File: src/rtl/fetch_sequencer.sv
// Instruction-fetch controller: drives imem_addr, buffers returned words
// with their PCs in a prefetch FIFO and hands them to decode.
module fetch_sequencer #(
    parameter int          DEPTH    = 4,
    parameter logic [63:0] RESET_PC = 64'h0
) (
    input  logic        clk,
    input  logic        reset,
    input  logic        start,
    input  logic        halt_req,
    input  logic        redirect_valid,
    input  logic [63:0] redirect_target,
    output logic [63:0] imem_addr,
    input  logic [31:0] imem_data,
    output logic        out_valid,
    input  logic        out_ready,
    output logic [31:0] out_instr,
    output logic [63:0] out_pc,
    output logic        halted
);

    localparam int AW = (DEPTH > 1) ? $clog2(DEPTH) : 1;
    localparam logic [AW:0] FULL = (AW+1)'(DEPTH);

    typedef enum logic [1:0] {
        IDLE,
        FETCH,
        HALTED
    } state_t;

    state_t        state;
    state_t        state_nxt;
    logic [63:0]   fetch_pc;
    logic [31:0]   instr_mem [DEPTH];
    logic [63:0]   pc_mem    [DEPTH];
    logic [AW-1:0] rd_ptr;
    logic [AW-1:0] wr_ptr;
    logic [AW:0]   count;
    logic [31:0]   last_instr;
    logic [63:0]   last_pc;
    logic          push;
    logic          pop;

    // A redirect freezes the state; halt_req beats a simultaneous start.
    always_comb begin
        state_nxt = state;
        if (!redirect_valid) begin
            unique case (state)
                IDLE:    if (start && !halt_req) state_nxt = FETCH;
                FETCH:   if (halt_req) state_nxt = HALTED;
                HALTED:  if (start && !halt_req) state_nxt = FETCH;
                default: state_nxt = IDLE;
            endcase
        end
    end

    assign out_valid = (count != '0);
    assign pop       = out_valid & out_ready;
    assign push      = (state == FETCH) & ~redirect_valid & ~halt_req
                     & ((count < FULL) | pop);

    assign imem_addr = fetch_pc;
    assign halted    = (state == HALTED);

    // Empty FIFO shows the last head seen, never imem_data.
    assign out_instr = out_valid ? instr_mem[rd_ptr] : last_instr;
    assign out_pc    = out_valid ? pc_mem[rd_ptr]    : last_pc;

    always_ff @(posedge clk) begin
        if (reset) begin
            state      <= IDLE;
            fetch_pc   <= RESET_PC;
            rd_ptr     <= '0;
            wr_ptr     <= '0;
            count      <= '0;
            last_instr <= '0;
            last_pc    <= '0;
        end else begin
            state <= state_nxt;
            if (out_valid) begin
                last_instr <= instr_mem[rd_ptr];
                last_pc    <= pc_mem[rd_ptr];
            end
            if (redirect_valid) begin
                count    <= '0;
                rd_ptr   <= '0;
                wr_ptr   <= '0;
                fetch_pc <= {redirect_target[63:2], 2'b00};
            end else begin
                if (push) begin
                    wr_ptr   <= wr_ptr + AW'(1);
                    fetch_pc <= fetch_pc + 64'd4;
                end
                if (pop) rd_ptr <= rd_ptr + AW'(1);
                if (push && !pop) count <= count + (AW+1)'(1);
                else if (pop && !push) count <= count - (AW+1)'(1);
            end
        end
    end

    always_ff @(posedge clk) begin
        if (push && !reset) begin
            instr_mem[wr_ptr] <= imem_data;
            pc_mem[wr_ptr]    <= fetch_pc;
        end
    end

endmodule

File: config.mk
export PLATFORM = sky130hd
export DESIGN_NAME = fetch_sequencer
export DESIGN_NICKNAME = d
export VERILOG_FILES = /design/src/rtl/fetch_sequencer.sv
export SDC_FILE = /design/constraint.sdc
export NUM_CORES = 1
export LEC_CHECK = 0
export BUFFER_PORTS_ARGS = -buffer_cell sky130_fd_sc_hd__buf_2
export CAP_MARGIN = 40
export CORE_MARGIN = 2
export CORE_UTILIZATION = 52
export DETAILED_ROUTE_END_ITERATION = 7
export HOLD_SLACK_MARGIN = 0.12
export PLACE_DENSITY = 0.73
export RECOVER_POWER = 25
export SETUP_SLACK_MARGIN = 0.5
export SKIP_CTS_REPAIR_TIMING = 1
export SLEW_MARGIN = 15
export SYNTH_ARGS = -nofsm -noshare
export SYNTH_HDL_FRONTEND = slang
export SYNTH_SLANG_ARGS = --single-unit
File: constraint.sdc
create_clock -name clk -period 6.57 [get_ports clk]
set_input_delay 1.314 -clock clk [delete_from_list [all_inputs] [get_ports clk]]
set_output_delay 1.314 -clock clk [all_outputs]
set_load 0.02 [all_outputs]
==> metrics.txt <==
most used cell, CP=nand2_1; Yosys warning count=0; critical-path cell list=buf_12 > mux4_2 > nand2_1 > nand2_1 > buf_2; Post-Synthesis Cells=1574; synth-to-layout area growth=17.5%; fin crit share=0.630; Reg clk slew, reported paths=0.06 ns; maximum VDD drop=0.000175 V; Slowest-stage cell, CP=dfxtp_4; RSZ-0062 raised after global routing=false; Metal-1 WL=21.8 mm; sequential cell area fraction in the yosys report=0.677; nets=1936; Die Wd=208 um; RePlAce Congestion=0.875; Starting Density=0.528; most common flop cell mapped by yosys=edfxtp_1; I/O Buffers=259; synthesized area per cell=13.8 sq um; Top-Level Pins=264; H-tree depth=2; Worst Clk Skew=0.0237 ns; Root Driver=clkbuf_16; largest net degree at the start of global routing=75; CP peak stage delay=0.66 ns; post-placement cell area=23600 sq um; pwr dens=283 nW/um^2; Rel. slew slack=0.507; crit end category=output pin; CORE AREA=41000 sq um; crit path capture=out_pc[45]; WL met2=24.9 mm; initial antenna violation count=1; global route overflow=0; status=completed; setup TNS=0 ns; top sig layer=met4; share of layout cells above drive strength 1=0.257; deepest clock path buffer count=3; worst slew pin tran=0.740 ns; Yosys cell types=61; final WL=52.2 mm; CTS sink cnt=545; min cycle time layout=4.14 ns; total global-route track usage=0.242; Reg2Reg Setup Slack=3.48 ns; setup violators final=0; R2R Path End=pc_mem[3][47]; Achievable Freq=0.241 GHz; Worst Setup Start Kind=flip-flop; worst reg2reg path depth=6; iteration count of the initial detailed-routing pass=6; Mapped Area=21700 sq um; RR Startpoint=state[0]; Post-Route Utilization=0.620; TritonCTS clock tree=yes; Fin. Hold Viols=0; vias=14000; initial DRC count=1199; Async SR Flop Fraction=0; clk_lat worst skew=0.61 ns; most frequent cells in the layout=edfxtp_1, nand2_1, buf_2; commonest non-fill, non-tap cell in the layout=edfxtp_1; CP Class=flip-flop to output pin; drt via density=5.83; Crit path required time=5.26 ns; row cnt=74; Arrival @ worst endpoint=2.83 ns; cell area after layout=25400 sq um; met3 wire len=4.01 mm; total die area=43300 sq um; Yosys reg bits=545; Slew Limit Fails=0; Post-DRT Antenna Nets=0; first-pass GRT wire length=80.2 mm; Post-synth EDFFs=376; min-delay worst type=flip-flop to flip-flop; die height=208 um; CP Max Fanout=74; post-DP HPWL=32.9 mm; worst hold start=last_pc[1]; max-capacitance violation count=0; vias in the first global route=13800; Lkg Pwr=9.36 nW; DRC viols=0; WL/cell=21.7 um; CTS buffer count=55
-- synth_stat cells (2+ instances only) --
master,count,area share
o2111a_1,4,0.0021
a21oi_1,9,0.0021
nor4b_1,2,0.00081
mux4_2,94,0.098
ha_1,6,0.0035
inv_1,20,0.0035
and2_1,100,0.029
nand3_1,27,0.0062
o31ai_1,7,0.0024
buf_4,2,0.00069
nor3b_1,2,0.00069
xor2_1,6,0.0024
and4_1,9,0.0036
buf_1,11,0.0019
mux2i_1,2,0.00092
dfxtp_1,169,0.16
o2111ai_1,3,0.0012
or4b_2,3,0.0014
o21ai_0,10,0.0023
a211oi_1,26,0.0090
a211o_1,2,0.00081
nand4_1,28,0.0081
nor2_1,72,0.012
nor3_1,28,0.0065
nand2_1,332,0.058
a311oi_1,14,0.0057
clkbuf_1,71,0.012
or4_1,14,0.0049
o211ai_1,13,0.0045
nor4_1,15,0.0043
xnor2_1,20,0.0081
nand2b_1,3,0.00087
nand4_2,2,0.0012
or3_1,12,0.0035
buf_2,7,0.0016
edfxtp_1,376,0.52
nor2b_1,4,0.0012
and3_1,14,0.0040
a31oi_1,5,0.0014
a2111oi_0,9,0.0036
-- cell type report --
class / instances / area (sq um)
antenna: 2 / 5.00
clock buffer: 73 / 1530
clock inverter: 31 / 250
fill: 3076 / 15600
inverter: 22 / 86.3
multi-input combinational: 917 / 6580
sequential: 545 / 14700
tap: 532 / 666
timing repair buffer: 286 / 1650
-- kinds of logic (layout without fill, tap and decap cells) --
kind of cell | Yosys count | count (layout) | synth area share
AOI/OAI and AO/OA | 109 | 109 | 0.0381
xor gates and xnor gates | 26 | 26 | 0.0105
adders and majority gates | 7 | 7 | 0.00439
buffers and inverters | 113 | 412 | 0.0203
DFF | 545 | 545 | 0.677
muxes | 96 | 96 | 0.0987
other | 1 | 4 | 0.000173
and+or+nand+nor | 677 | 677 | 0.150
-- power by group --
part / switching, mW / total, mW / leakage, nW / internal [mW]
logic: 0.239 / 0.364 / 3.68 / 0.125
clock network: 1.30 / 3.05 / 0.869 / 1.75
registers: 0.0840 / 3.80 / 4.82 / 3.71
-- routing by layer --
layer | vias to the layer above | global-route usage
met5 | - | 0
met4 | 0 | 0.0883
met3 | 92 | 0.0442
met2 | 611 | 0.391
met1 | 6956 | 0.330
li1 | 6375 | -
-- registers in the layout, summed over array words and instances, names as in the netlist, named ones only --
register	flops
count	3
imem_addr	62
instr_mem	128
last_instr	32
last_pc	64
pc_mem	248
rd_ptr	2
state	2
wr_ptr	2
-- critical path, delay by kind of cell, from the launching register on --
family / cells / cell delay, ns
AND/OR/NAND/NOR: 2 / 0.15
buffers and inverters: 2 / 0.72
flip-flops: 1 / 0.66
multiplexers: 1 / 0.61
-- how the worst min path moves through the flow --
stage	to	slack, ns	depth (start not counted)
floorplan	last_pc[0]	0.44	1
global placement	last_pc[0]	0.46	1
detailed placement	last_pc[1]	0.47	1
CTS	last_pc[0]	0.48	1
global route	last_pc[0]	0.50	1
finish	last_pc[1]	0.48	1
-- stage by stage --
step	hold WS (ns)	setup slack [ns]	total power [mW]	instances
floorplan	0.444	1.52	4.05	1575
global placement	0.457	1.93	4.22	2293
detailed placement	0.467	2.28	4.23	2300
CTS	0.481	2.31	7.28	2404
global route	0.496	2.21	7.43	2407
finish	0.479	2.43	7.21	2408
Note: power is estimated with default switching activity, not from simulation.
